$ cat config.mk
export PLATFORM = sky130hd
export DESIGN_NAME = pipelined_add_sub
export DESIGN_NICKNAME = d
export VERILOG_FILES = /design/src/rtl/alu_pkg.sv /design/src/rtl/add_chunk.sv /design/src/rtl/pipelined_add_sub.sv
export SDC_FILE = /design/constraint.sdc
export NUM_CORES = 1
export LEC_CHECK = 0
export CAP_MARGIN = 25
export CORE_MARGIN = 2
export CORE_UTILIZATION = 41
export CTS_CLUSTER_SIZE = 28
export DETAILED_ROUTE_END_ITERATION = 6
export PLACE_DENSITY = 0.64
export SYNTH_ARGS = -nofsm -noshare
export SYNTH_HDL_FRONTEND = slang
export SYNTH_SLANG_ARGS = --single-unit
$ cat constraint.sdc
create_clock -name i_CLK -period 3.3 [get_ports i_CLK]
set_input_delay 0.66 -clock i_CLK [delete_from_list [all_inputs] [get_ports i_CLK]]
set_output_delay 0.66 -clock i_CLK [all_outputs]
set_load 0.02 [all_outputs]
$ cat src/rtl/alu_pkg.sv
// Shared ALU definitions: opcode encodings, chunk sizing helper and the
// elaboration-time divisibility check used by the pipelined adder.
`ifndef ALU_PKG_SV
`define ALU_PKG_SV

// Stops elaboration when WIDTH cannot be split evenly into STAGES chunks.
`define ALU_CHECK_DIV(W, S) \
  if (((W) % (S)) != 0) begin : g_bad_div \
    $error("pipelined_add_sub: WIDTH must be divisible by STAGES"); \
  end

package alu_pkg;

  localparam logic ALU_OP_ADD = 1'b0;
  localparam logic ALU_OP_SUB = 1'b1;

  function automatic int unsigned chunk_w(input int unsigned width, input int unsigned stages);
    return width / stages;
  endfunction

endpackage

`endif

$ cat src/rtl/add_chunk.sv
// CW-bit combinational ripple adder slice; also exposes the carry into its
// top bit so the most significant slice can derive signed overflow.
module add_chunk #(
  parameter int unsigned CW = 8
) (
  input  logic [CW-1:0] a,
  input  logic [CW-1:0] b,
  input  logic          cin,
  output logic [CW-1:0] s,
  output logic          cout,
  output logic          c_msb_in
);

  logic [CW:0] sum_c;

  assign sum_c    = {1'b0, a} + {1'b0, b} + {{CW{1'b0}}, cin};
  assign s        = sum_c[CW-1:0];
  assign cout     = sum_c[CW];
  // Sum bit = a ^ b ^ carry-in, so the carry into the top bit falls out directly.
  assign c_msb_in = s[CW-1] ^ a[CW-1] ^ b[CW-1];

endmodule

$ cat src/rtl/pipelined_add_sub.sv
// Pipelined two's-complement adder/subtractor: one CW-bit carry chunk per
// stage, operands skewed in and sums deskewed out, flags on the last stage.
module pipelined_add_sub
  import alu_pkg::*;
#(
  parameter int unsigned WIDTH  = 32,
  parameter int unsigned STAGES = 4
) (
  input  logic             i_CLK,
  input  logic             i_RST,
  input  logic             i_STALL,
  input  logic             i_FLUSH,
  input  logic             i_VALID,
  input  logic             i_SUB,
  input  logic [WIDTH-1:0] i_A,
  input  logic [WIDTH-1:0] i_B,
  output logic [WIDTH-1:0] o_S,
  output logic             o_C,
  output logic             o_V,
  output logic             o_Z,
  output logic             o_VALID
);

  localparam int unsigned CW = chunk_w(WIDTH, STAGES);

  `ALU_CHECK_DIV(WIDTH, STAGES)

  logic ovf_d, ovf_q;
  logic zero_d, zero_q;

  for (genvar k = 0; k < STAGES; k++) begin : g_stage
    localparam int unsigned IN_W = WIDTH - k * CW;
    localparam int unsigned LO_W = (k + 1) * CW;

    logic [IN_W-1:0] a_in;
    logic [IN_W-1:0] b_in;
    logic            cin;
    logic            vin;
    logic [CW-1:0]   s_c;
    logic            cout_c;
    logic [LO_W-1:0] s_d;
    logic [LO_W-1:0] s_q;
    logic            v_q;
    logic            c_q;

    if (k == 0) begin : g_head
      assign a_in = i_A;
      assign b_in = (i_SUB == ALU_OP_ADD) ? i_B : ~i_B;
      assign cin  = (i_SUB == ALU_OP_SUB);
      assign vin  = i_VALID;
      assign s_d  = s_c;
    end else begin : g_body
      assign a_in = g_stage[k-1].g_fwd.a_q;
      assign b_in = g_stage[k-1].g_fwd.b_q;
      assign cin  = g_stage[k-1].c_q;
      assign vin  = g_stage[k-1].v_q;
      assign s_d  = {s_c, g_stage[k-1].s_q};
    end

    if (k == STAGES - 1) begin : g_tail
      logic cmsb_c;

      add_chunk #(.CW(CW)) u_chunk (
        .a        (a_in[CW-1:0]),
        .b        (b_in[CW-1:0]),
        .cin      (cin),
        .s        (s_c),
        .cout     (cout_c),
        .c_msb_in (cmsb_c)
      );

      assign ovf_d  = cout_c ^ cmsb_c;
      assign zero_d = ~|s_d;
    end else begin : g_fwd
      logic              cmsb_unused;
      logic [IN_W-CW-1:0] a_q;
      logic [IN_W-CW-1:0] b_q;

      add_chunk #(.CW(CW)) u_chunk (
        .a        (a_in[CW-1:0]),
        .b        (b_in[CW-1:0]),
        .cin      (cin),
        .s        (s_c),
        .cout     (cout_c),
        .c_msb_in (cmsb_unused)
      );

      // Upper operand slices ride along until their chunk's carry arrives.
      always_ff @(posedge i_CLK) begin
        if (i_RST) begin
          a_q <= '0;
          b_q <= '0;
        end else if (!i_STALL) begin
          a_q <= a_in[IN_W-1:CW];
          b_q <= b_in[IN_W-1:CW];
        end
      end
    end

    always_ff @(posedge i_CLK) begin
      if (i_RST) begin
        v_q <= 1'b0;
        c_q <= 1'b0;
        s_q <= '0;
      end else begin
        if (i_FLUSH) begin
          v_q <= 1'b0;
        end else if (!i_STALL) begin
          v_q <= vin;
        end
        if (!i_STALL) begin
          c_q <= cout_c;
          s_q <= s_d;
        end
      end
    end
  end

  always_ff @(posedge i_CLK) begin
    if (i_RST) begin
      ovf_q  <= 1'b0;
      zero_q <= 1'b0;
    end else if (!i_STALL) begin
      ovf_q  <= ovf_d;
      zero_q <= zero_d;
    end
  end

  assign o_S     = g_stage[STAGES-1].s_q;
  assign o_C     = g_stage[STAGES-1].c_q;
  assign o_VALID = g_stage[STAGES-1].v_q;
  assign o_V     = ovf_q;
  assign o_Z     = zero_q;

endmodule
# Word-level counts from Yosys, hierarchy flattened
# Index checks and enable logic that the tools add are counted.
[totals] latch_bits=0 out_inout_bits=36 mem_bits_rw=0 reg_bits=186 inputBits=70 n_memories=0 rom_bits=0
[op_classes] n_lt_le_gt_ge=0 n_mul=0 bitwise=4 eq_ne=0 reduce_logical=3 n_div=0 addsub=8 muxes=1 shift=0
[ops] op="$add A8 B8 Y9" n=4
[ops] op="$add A9 B1 Y9" n=4
[ops] op="$mux W32" n=1
[ops] op="$not A32 Y32" n=1
[ops] op="$reduce_or A32 Y1" n=1
[ops] op="$xor A1 B1 Y1" n=3
[ops] op="$reduce_or A2 Y1" n=1
[ops] op="$logic_not A1 Y1" n=1

# Logic depth before layout (Yosys ltp)
# Gate-level depths: netlist of the first run.
[depth] depth_word=5 ltp_mapped=11

# By module
# Synthesis of the first run repeated with hierarchy kept, for this count alone.
[hier_totals] hier_cells=825 area_unflattened_um2=8535.7
[by_module_without_submodules] module="pipelined_add_sub" n_inst=1 cells_per_inst=649 area_per_inst_um2=7029.2
[by_module_without_submodules] module="add_chunk" n_inst=4 cells_per_inst=44 area_per_inst_um2=376.6

# Least setup slack after synthesis of the first run
# No wires, ideal clock.
[synth_timing] kind="input to register" startpoint="in i_SUB" endpoint="reg g_stage[0].c_q" t_arrival_ns=2.823 path_slack_ns=0.340 required_ns=3.163 stages=11 n_path_buf=2 cell_sequence="clkbuf_2 > buf_1 > xor2_1 > fa_1 > a21o_1 > a21oi_1 > o21bai_1 > a21oi_1 > o21bai_1 > a211oi_1 > a211oi_1"
[synth_via] elab_chain_len=3
[synth_rtl] item="from (decl)" line="pipelined_add_sub.sv:14" source="input logic i_SUB,"
[synth_rtl] item="$mux W32" line="pipelined_add_sub.sv:48" source="assign b_in = (i_SUB == ALU_OP_ADD) ? i_B : ~i_B;"
[synth_rtl] item="$add A8 B8 Y9" line="add_chunk.sv:16" source="assign sum_c = {1'b0, a} + {1'b0, b} + {{CW{1'b0}}, cin};"
[synth_rtl] item="$add A9 B1 Y9 (*)" line="add_chunk.sv:16"
[synth_rtl] item="to (signal assigned)" line="pipelined_add_sub.sv:112" source="c_q <= cout_c;"
[synth_rtl] item="to (decl)" line="pipelined_add_sub.sv:44" source="logic c_q;"
# Mark *: on every way between the ends. The rest lies on a longest branch, timed or not.
# A chain may end at the register's enable or synchronous reset.

# Worst setup path after layout of the first run
[layout_timing] startpoint="in i_B[0]" endpoint="reg g_stage[0].c_q"
[layout_via] elab_chain_len=4
[layout_rtl] item="from (decl)" line="pipelined_add_sub.sv:16" source="input logic [WIDTH-1:0] i_B,"
[layout_rtl] item="$not A32 Y32" line="pipelined_add_sub.sv:48"
[layout_rtl] item="$mux W32 (*)" line="pipelined_add_sub.sv:48"
[layout_rtl] item="$add A8 B8 Y9 (*)" line="add_chunk.sv:16"
[layout_rtl] item="$add A9 B1 Y9 (*)" line="add_chunk.sv:16"
# Marks and branches as above.

==> results.md, run 1 <==
| Item | Reported | Unit |
| --- | --- | --- |
| Status | finished clean | - |
| Synth async-reset ratio | 0 | % |
| Tmin final | 2710 | ps |
| Max Slew Vio Count | 0 | - |
| Top-level port count | 106 | - |
| Synthesis-to-finish area growth | 23.3 | % |
| Top flip-flop cell by instance count after synthesis | sky130_fd_sc_hd__dfxtp_1 | - |
| Number of global-route vias before repair | 5188 | - |
| Proportion of layout cells with a drive suffix above 1 | 5.06 | % |
| Number of clock buffers inserted by TritonCTS | 17 | - |
| FMAX | 370 | MHz |
| Number of max-cap violations | 0 | - |
| H-tree depth | 4 | - |
| CP Data Required Time | 3580 | ps |
| Initial Util | 41.5 | % |
| Worst-case vdd ir drop | 349 | uV |
| Overall track demand over capacity in global routing | 15.5 | % |
| Clock slew seen by the registers of the worst setup and hold paths | 70 | ps |
| Dominant cell type by area after synthesis | sky130_fd_sc_hd__dfxtp_1 | - |
| Period utilization | 82.0 | % |
| Number of synthesized flops with an enable pin | 0 | - |
| Sequential area share after synthesis | 46.4 | % |
| Setup clock skew after layout | 11.8 | ps |
| Post-Synthesis Mean Instance Area | 9.38 | um2 |
| Setup repair after global routing missed its margin | false | - |
| Filler Cell Count | 1792 | - |
| Share of the synthesized area in the top cell type | 46.4 | % |
| Adder-cell share of the synthesized area | 6.11 | % |
| Antenna fix cells | 0 | - |
| Worst relative slew slack | 49.1 | % |
| Setup TNS | 0 | ps |
| Die width | 144 | um |
| Portion of netlist area occupied by mux cells | 16.5 | % |
| Port bufs | 105 | - |
| Synth top area cells | sky130_fd_sc_hd__dfxtp_1, sky130_fd_sc_hd__mux2i_1, sky130_fd_sc_hd__nor2_1 | - |
| Tightest Pin Transition | 763 | ps |
| Yosys reg bits | 186 | - |
| Maximum root-to-sink buffer count | 2 | - |
| Number of sinks driven by the clock tree | 186 | - |
| HPWL after detailed placement | 10.6 | mm |
| Number of antenna violations at the first check in global routing | 0 | - |
| Cell area after synthesis | 0.00802 | mm2 |
| Count of endpoints failing hold in the final timing report | 0 | - |
| Cts-stage hold buffer count | 0 | - |
| Total via count in the routed design | 5761 | - |
| Height of the die | 144 | um |
| Post-synthesis net count | 960 | - |
| Leakage power | 4.23 | nW |
| Area share of and/or/nand/nor cells after synthesis | 14.3 | % |
| Number of cells produced by synthesis | 855 | - |
| Combinational family with the most area after synthesis | multiplexers | - |
| Most frequent standard cell in the layout excluding fill and tap cells | sky130_fd_sc_hd__nor2_1 | - |
| Starting DRT DRC Count | 299 | - |
| Synthesis warning total | 0 | - |
| Data arrival time of the worst path | 2990 | ps |
| Final #Nets | 1040 | - |
| Most frequent cells in the layout | sky130_fd_sc_hd__nor2_1, sky130_fd_sc_hd__dfxtp_1, sky130_fd_sc_hd__mux2i_1 | - |
| Setup-violating endpoint count in the final report | 0 | - |
| Post-detailed-routing wire length | 15.3 | mm |
| Average wire length per cell after detail routing | 12.6 | um |
| Worst min-delay path class | register to register | - |
| Post-cts repair resize count | 0 | - |
| Buffers inserted during post-CTS setup optimization | 0 | - |
| Overall power of the completed layout | 5.16 | mW |
| Root Driver | sky130_fd_sc_hd__clkbuf_16 | - |
| Clock tree from TritonCTS | yes | - |
| Core Area | 0.0193 | mm2 |
| Aggregate global routing overflow | 0 | - |
| Global placement routability congestion | 0.749 | - |
| Worst slack on hold paths | 479 | ps |
| Site row count | 51 | - |
| Post-synthesis compound-gate area fraction | 7.47 | % |
| First-pass GRT wire length | 25.6 | mm |
| Cell Pwr Density | 521 | mW/mm2 |
| Via density | 4.75 | - |
| CP max FO | 2 | - |
| DIE AREA | 0.0207 | mm2 |
| Largest net degree at the start of global routing | 99 | - |
| Parity-gate share of the synthesized area counting xor and xnor cells | 5.68 | % |
| DRT antenna net count | 0 | - |
| Element type at the critical path start | input port | - |
| Distinct cell type count after synthesis | 42 | - |
| Clock Latency Late Sink | 430 | ps |
| Worst Setup Path Type | input port to register | - |
| DRT Pass-1 Iters | 4 | - |
| Crit. End Element | register | - |
| Number of remaining DRC errors | 0 | - |
==> registers in the layout, summed over array words and instances (netlist names) <==
name               cells
g_stage.v_q            3
o_VALID                1
g_stage.g_fwd.b_q     48
o_S                   32
o_V                    1
o_Z                    1
g_stage.g_fwd.a_q     48
o_C                    1
g_stage.c_q            3
g_stage.s_q           48
==> worst paths after layout <==
kind / depth (start not counted) / startpoint / endpoint / slack [ps]
min reg2reg: 2 / o_Z / o_Z / 480
max: 10 / i_B[0] / g_stage[0].c_q / 590
min: 2 / o_Z / o_Z / 480
max reg2reg: 9 / g_stage[2].c_q / o_V / 630
==> report_power, final <==
part	internal (mW)	switching, mW	total (mW)
Sequential	2.35	0.0611	2.41
Combinational	0.305	0.294	0.599
Clock	1.22	0.928	2.15
==> final cells by class <==
class                      instances  area [um2]  area share, %
sequential                       186        3720           37.6
clock inverter                    15         200           2.02
clock buffer                      17         425           4.30
timing repair buffer             114        1130           11.4
multi-input combinational        597        4010           40.5
inverter                          19        71.3          0.721
tap                              265         332           3.35
==> routing by layer <==
metal | vias to the layer above | part of all wire, % | track usage (%)
met1 | 2619 | 53 | 23.5
met3 | 10 | 4.0 | 3.73
li1 | 3038 | - | -
met2 | 94 | 42 | 21.5
met5 | - | 0 | 0
met4 | 0 | 0.90 | 4.80
==> cell usage after synthesis, types with 2 or more instances <==
| cell | number |
|---|---|
| sky130_fd_sc_hd__nor3_1 | 12 |
| sky130_fd_sc_hd__a21o_1 | 6 |
| sky130_fd_sc_hd__fa_1 | 7 |
| sky130_fd_sc_hd__dfxtp_1 | 186 |
| sky130_fd_sc_hd__buf_1 | 9 |
| sky130_fd_sc_hd__nor4_1 | 6 |
| sky130_fd_sc_hd__o21bai_1 | 7 |
| sky130_fd_sc_hd__nand2b_1 | 4 |
| sky130_fd_sc_hd__ha_1 | 28 |
| sky130_fd_sc_hd__and2_1 | 2 |
| sky130_fd_sc_hd__a21boi_1 | 3 |
| sky130_fd_sc_hd__clkbuf_1 | 30 |
| sky130_fd_sc_hd__or2_2 | 2 |
| sky130_fd_sc_hd__inv_1 | 19 |
| sky130_fd_sc_hd__a21oi_1 | 52 |
| sky130_fd_sc_hd__a211o_1 | 2 |
| sky130_fd_sc_hd__nor2b_1 | 6 |
| sky130_fd_sc_hd__xor2_1 | 13 |
| sky130_fd_sc_hd__nor2_1 | 213 |
| sky130_fd_sc_hd__a31oi_1 | 2 |
| sky130_fd_sc_hd__xnor2_1 | 39 |
| sky130_fd_sc_hd__nand2_1 | 19 |
| sky130_fd_sc_hd__nand3_1 | 3 |
| sky130_fd_sc_hd__or3_1 | 5 |
| sky130_fd_sc_hd__mux2i_1 | 131 |
| sky130_fd_sc_hd__nand4_1 | 2 |
| sky130_fd_sc_hd__o21ai_1 | 7 |
| sky130_fd_sc_hd__buf_2 | 13 |
| sky130_fd_sc_hd__o22ai_1 | 7 |
| sky130_fd_sc_hd__o21ai_0 | 3 |
| sky130_fd_sc_hd__a211oi_1 | 6 |
==> critical path, cell delays in order <==
cell and delay (ps):
sky130_fd_sc_hd__clkdlybuf4s50_1 490, sky130_fd_sc_hd__mux2_2 360, sky130_fd_sc_hd__fa_1 400, sky130_fd_sc_hd__a21o_1 170
sky130_fd_sc_hd__a21oi_1 220, sky130_fd_sc_hd__o21bai_1 90, sky130_fd_sc_hd__a21oi_1 220, sky130_fd_sc_hd__o21bai_1 90
sky130_fd_sc_hd__a211oi_1 230, sky130_fd_sc_hd__a211oi_1 60
==> logic make-up after synthesis <==
logic type | after synthesis
AO/OA/AOI/OAI | 100
XOR/XNOR | 52
adder cells (fa/ha/maj) | 35
buffers and inverters | 72
flip-flops | 186
multiplexers | 132
AND/OR/NAND/NOR | 278
==> stage by stage <==
stage	cells	area (um2)	setup WS (ps)	utilization, %
6_report	1213	9900	594	51.2
3_5_place_dp	1181	9270	149	48.0
5_1_grt	1213	9900	447	51.2
2_1_floorplan	855	8020	340	-
3_3_place_gp	1181	9270	150	48.0
4_1_cts	1213	9900	605	51.2
Note: power is estimated with default switching activity, not from simulation.
==> run 2, diff against run 1 <==
Clock period 3.3 ns to 2.5 ns, I/O delays scaled along.
==> run 2 against run 1 <==
Compared with the run above:
- worst hold slack better by 5.1 ps
- sequential cell count unchanged
- cell area increased by 1.4%
- sequential power is 32% higher
- power grew 28%
- via count grew 0.19%
- clock-buffer cell count did not move
==> results.md, run 2 (synthesized netlist as in run 1, its figures left out) <==
| Item | Reported | Unit |
| --- | --- | --- |
| Period utilization | 96.9 | % |
| Number of antenna violations at the first check in global routing | 0 | - |
| Clock Latency Late Sink | 430 | ps |
| Clock tree from TritonCTS | yes | - |
| Count of endpoints failing hold in the final timing report | 0 | - |
| Tmin final | 2420 | ps |
| Final #Nets | 1055 | - |
| End-of-flow core utilization | 51.9 | % |
| Post-detailed-routing wire length | 15.7 | mm |
| Setup repair after global routing missed its margin | true | - |
| CP peak stage delay | 400 | ps |
| Leakage power | 4.28 | nW |
| Clock slew seen by the registers of the worst setup and hold paths | 70 | ps |
| Worst-case vdd ir drop | 493 | uV |
| Height of the die | 144 | um |
| Port bufs | 105 | - |
| Most frequent cells in the layout | sky130_fd_sc_hd__nor2_1, sky130_fd_sc_hd__dfxtp_1, sky130_fd_sc_hd__mux2i_1 | - |
| Filler Cell Count | 1785 | - |
| Top-level port count | 106 | - |
| Number of sinks driven by the clock tree | 186 | - |
| FMAX | 413 | MHz |
| Initial Util | 41.5 | % |
| DRT antenna net count | 0 | - |
| Data arrival time of the worst path | 2790 | ps |
| CP max FO | 2 | - |
| Number of global-route vias before repair | 5175 | - |
| Area taken by multi-input logic gates | 0.00406 | mm2 |
| Synthesis-to-finish area growth | 25.1 | % |
| Worst min-delay path class | register to register | - |
| Core Area | 0.0193 | mm2 |
| Worst relative slew slack | 62.5 | % |
| Site row count | 51 | - |
| Tightest Pin Transition | 563 | ps |
| Root Driver | sky130_fd_sc_hd__clkbuf_16 | - |
| Storage cell area | 0.00372 | mm2 |
| Worst Setup Path Type | register to register | - |
| Largest net degree at the start of global routing | 76 | - |
| Number of clock buffers inserted by TritonCTS | 17 | - |
| Number of max-cap violations | 0 | - |
| CP Data Required Time | 2870 | ps |
| Status | finished clean | - |
| Cell Pwr Density | 660 | mW/mm2 |
| HPWL after detailed placement | 11.0 | mm |
| Crit. End Element | register | - |
| Starting DRT DRC Count | 251 | - |
| Aggregate global routing overflow | 0 | - |
| Setup-violating endpoint count in the final report | 0 | - |
| Chain of cells forming the critical path | fa_2 > fa_2 > buf_4 > a21o_1 > a21oi_2 > xor2_1 > nand3_1 > or3_1 > a21oi_1 | - |
| Global placement routability congestion | 0.840 | - |
| Via density | 4.70 | - |
| Setup clock skew after layout | 13.9 | ps |
| DRT Pass-1 Iters | 4 | - |
| Average wire length per cell after detail routing | 12.8 | um |
| Cell with the largest stage delay on the worst path | sky130_fd_sc_hd__fa_2 | - |
| Overall track demand over capacity in global routing | 15.6 | % |
| Proportion of layout cells with a drive suffix above 1 | 7.58 | % |
| Most frequent standard cell in the layout excluding fill and tap cells | sky130_fd_sc_hd__nor2_1 | - |
| H-tree depth | 4 | - |
| Antenna fix cells | 0 | - |
| Number of remaining DRC errors | 0 | - |
| Most common cell type on the critical path | sky130_fd_sc_hd__fa_2 | - |
| First-pass GRT wire length | 25.8 | mm |
| Overall power of the completed layout | 6.62 | mW |
| Element type at the critical path start | register | - |
| Kind of cell adding the most delay to the critical path | adder cells | - |
| Total buffers and inverters traversed by the critical path | 1 | - |
| Die width | 144 | um |
| Total via count in the routed design | 5772 | - |
| Registers with the most flip-flops | g_stage.g_fwd.a_q (48), g_stage.g_fwd.b_q (48), g_stage.s_q (48) | - |
| Max Slew Vio Count | 0 | - |
| Maximum root-to-sink buffer count | 2 | - |
| DIE AREA | 0.0207 | mm2 |
run 2: report_power, final:
group | switching (mW) | internal [mW] | leakage [nW]
combinational | 0.403 | 0.431 | 2.49
sequential | 0.0812 | 3.10 | 1.52
clock | 1.28 | 1.33 | 0.275
run 2: worst paths after layout:
check	start	end	slack [ps]	cells after the start
max	g_stage[2].c_q	o_Z	80	9
min	g_stage[1].s_q[14]	g_stage[1].s_q[14]	480	2
max reg2reg	g_stage[2].c_q	o_Z	80	9
min reg2reg	g_stage[1].s_q[14]	g_stage[1].s_q[14]	480	2
run 2: layout make-up:
| cell class | count | area share [%] |
|---|---|---|
| clock buffers | 17 | 4.24 |
| clock inverters | 15 | 1.52 |
| inverters | 19 | 0.711 |
| multi-input cells | 597 | 40.4 |
| flip-flops and latches | 186 | 37.1 |
| well taps | 265 | 3.30 |
| repair buffers | 129 | 12.7 |
run 2: per-stage QoR:
stage / area, um2 / setup slack (ps) / cells / hold WS (ps) / setup TNS [ps]
3_3_place_gp: 9410 / -326 / 1195 / 466 / -854
5_1_grt: 10000 / -22.4 / 1228 / 518 / -22.4
6_report: 10000 / 77.8 / 1228 / 484 / 0
4_1_cts: 10000 / 13.2 / 1227 / 481 / 0
2_1_floorplan: 8030 / 13.5 / 855 / 450 / 0
3_5_place_dp: 9410 / -352 / 1195 / 469 / -1040
run 2: timing repair:
action                                  4_1_cts  5_1_grt
resized for setup                             4        6
buffers inserted                              0        1
pin swaps                                     1        2
endpoints found under the setup margin        2        3
endpoints found under the hold margin         0        0
hold buffers                                  0        0
run 2: per-layer routing:
layer / track usage, % / part of all wire (%)
met5: 0 / 0
met4: 4.33 / 0.96
met3: 3.50 / 3.4
met2: 22.6 / 42
met1: 23.3 / 54
run 2: worst register-to-register path, delay by kind of cell, from the launching register on:
| family | cells | cell delay (ps) |
|---|---|---|
| adders and majority gates | 2 | 760 |
| DFF | 1 | 330 |
| AOI/OAI and AO/OA | 3 | 420 |
| xor gates and xnor gates | 1 | 190 |
| and+or+nand+nor | 2 | 470 |
| buffers and inverters | 1 | 170 |
==> run 3, diff against run 2 <==
Settings changed: MAX_ROUTING_LAYER set to met4.
==> run 3 against run 2 <==
Compared with the run above:
- core utilization unchanged
- cell area unchanged
- clock skew down 3.2 ps
- non-clock buffer count unchanged
- wire length up 0.15%
- clock power about the same
- worst hold slack about the same
- register-to-register slack about the same
- combinational power about the same
- first-iteration DRC count up 16%
- clock-buffer cell count unchanged
- critical path type unchanged
- critical endpoint unchanged
- largest power group unchanged
- highest routed layer unchanged
==> results.md, run 3 (synthesized netlist as in run 1, its figures left out) <==
| Item | Reported | Unit |
| --- | --- | --- |
| Status | finished clean | - |
| Total via count in the routed design | 5763 | - |
| Most frequent cells in the layout | sky130_fd_sc_hd__nor2_1, sky130_fd_sc_hd__dfxtp_1, sky130_fd_sc_hd__mux2i_1 | - |
| Kind of cell adding the most delay to the critical path | adder cells | - |
| Initial Util | 41.5 | % |
| Number of global-route vias before repair | 5168 | - |
| Number of remaining DRC errors | 0 | - |
| Clock slew seen by the registers of the worst setup and hold paths | 70 | ps |
| Setup clock skew after layout | 10.7 | ps |
| Element type at the critical path start | register | - |
| Root Driver | sky130_fd_sc_hd__clkbuf_16 | - |
| CP peak stage delay | 400 | ps |
| Worst relative slew slack | 61.6 | % |
| Chain of cells forming the critical path | fa_2 > fa_2 > buf_4 > a21o_1 > a21oi_2 > xor2_1 > nand3_1 > or3_1 > a21oi_1 | - |
| Die width | 144 | um |
| Number of antenna violations at the first check in global routing | 0 | - |
| Maximum root-to-sink buffer count | 2 | - |
| Cts-stage hold buffer count | 0 | - |
| Clock Latency Late Sink | 430 | ps |
| HPWL after detailed placement | 11.0 | mm |
| Number of max-cap violations | 0 | - |
| Worst slack on hold paths | 484 | ps |
| Placed insts | 1195 | - |
| CP Data Required Time | 2870 | ps |
| Final standard cell area without fillers | 0.0100 | mm2 |
| Overall track demand over capacity in global routing | 16.1 | % |
| Data arrival time of the worst path | 2790 | ps |
| Starting DRT DRC Count | 291 | - |
| Worst-case vdd ir drop | 501 | uV |
| Antenna fix cells | 0 | - |
| Site row count | 51 | - |
| Cell Pwr Density | 661 | mW/mm2 |
| Final #Nets | 1055 | - |
| Psw | 1.77 | mW |
| Proportion of layout cells with a drive suffix above 1 | 7.58 | % |
| Synthesis-to-finish area growth | 25.1 | % |
| Average wire length per cell after detail routing | 12.8 | um |
| Internal power | 4.86 | mW |
| First-pass GRT wire length | 25.9 | mm |
| Filler Cell Count | 1785 | - |
| Clock share of power | 39.5 | % |
| Top-level port count | 106 | - |
| Worst min-delay path class | register to register | - |
| Count of endpoints failing hold in the final timing report | 0 | - |
| Number of clock buffers inserted by TritonCTS | 17 | - |
| Number of sinks driven by the clock tree | 186 | - |
| Tmin final | 2420 | ps |
| Largest net degree at the start of global routing | 76 | - |
| Area after detailed placement | 0.00941 | mm2 |
| Crit. End Element | register | - |
| Total buffers and inverters traversed by the critical path | 1 | - |
| Post-detailed-routing wire length | 15.7 | mm |
| Most common cell type on the critical path | sky130_fd_sc_hd__fa_2 | - |
| Most frequent standard cell in the layout excluding fill and tap cells | sky130_fd_sc_hd__nor2_1 | - |
| Setup-violating endpoint count in the final report | 0 | - |
| Switch share | 26.7 | % |
| Worst Setup Path Type | register to register | - |
| CP max FO | 2 | - |
| Height of the die | 144 | um |
| DRT antenna net count | 0 | - |
| Cell with the largest stage delay on the worst path | sky130_fd_sc_hd__fa_2 | - |
| Max Slew Vio Count | 0 | - |
| DIE AREA | 0.0207 | mm2 |
| Global placement routability congestion | 0.853 | - |
| Registers with the most flip-flops | g_stage.g_fwd.a_q (48), g_stage.g_fwd.b_q (48), g_stage.s_q (48) | - |
| DRT Pass-1 Iters | 4 | - |
| Period utilization | 96.9 | % |
| Setup repair after global routing missed its margin | true | - |
| Port bufs | 105 | - |
| Final non-filler cell total | 1228 | - |
| H-tree depth | 4 | - |
| Part of the power in combinational logic | 12.6 | % |
| Relative contribution of sequential cells to total power | 47.9 | % |
| FMAX | 413 | MHz |
| Core Area | 0.0193 | mm2 |
| Leakage power | 4.28 | nW |
| Via density | 4.69 | - |
| Clock tree from TritonCTS | yes | - |
| Tightest Pin Transition | 576 | ps |
| Aggregate global routing overflow | 0 | - |
-- run 3: worst paths after layout --
path | from | end | slack, ps | depth (start not counted)
worst max register to register | g_stage[2].c_q | o_Z | 80 | 9
worst min-delay path | g_stage[1].s_q[14] | g_stage[1].s_q[14] | 480 | 2
worst min register to register | g_stage[1].s_q[14] | g_stage[1].s_q[14] | 480 | 2
worst max-delay path | g_stage[2].c_q | o_Z | 80 | 9
-- run 3: power by group through the flow --
stage | Sequential [mW] | Clock [mW] | Combinational [mW]
finish | 3.18 | 2.62 | 0.835
global route | 3.20 | 2.80 | 0.932
CTS | 3.18 | 2.68 | 0.841
detailed placement | 3.25 | 0 | 0.835
global placement | 3.25 | 0 | 0.829
floorplan | 3.23 | 0 | 0.554
-- run 3: per-stage QoR --
step	util [%]	setup slack, ps	setup TNS (ps)	total power, mW
after floorplan	-	13.5	0	3.79
after global placement	48.6	-326	-854	4.07
after detailed placement	48.6	-352	-1040	4.08
after CTS	51.7	13.2	0	6.70
after global routing	51.9	-22.5	-31.8	6.93
final	51.9	77.5	0	6.63
-- run 3: cell type report --
type                       count  area (um2)  share of cell area (%)
clock buffer                  17         425                    4.24
sequential                   186        3720                    37.1
tap                          265         332                    3.30
inverter                      19        71.3                   0.711
clock inverter                15         153                    1.52
multi-input combinational    597        4060                    40.4
timing repair buffer         129        1270                    12.7
-- run 3: what timing repair did --
item | in CTS | in global routing
pin swaps | 1 | 1
buffers inserted | 0 | 1
gates cloned | 0 | 0
resized for setup | 4 | 6
setup endpoints to repair | 2 | 3
-- run 3: layer usage --
| layer | track usage [%] | part of all wire, % | up-vias | wire length, um |
|---|---|---|---|---|
| li1 | - | - | 3067 | - |
| met1 | 23.6 | 54 | 2598 | 8450 |
| met2 | 22.4 | 42 | 83 | 6560 |
| met3 | 2.83 | 3.3 | 15 | 527 |
| met4 | 5.26 | 1.2 | 0 | 195 |
| met5 | - | 0 | - | 0 |
-- run 3: worst reg2reg max path, delay by kind of cell (launching register included) --
family | cells | cell delay, ps
XOR/XNOR | 1 | 190
buffers and inverters | 1 | 170
AND/OR/NAND/NOR | 2 | 470
adder cells (fa/ha/maj) | 2 | 760
AO/OA/AOI/OAI | 3 | 420
flip-flops | 1 | 330
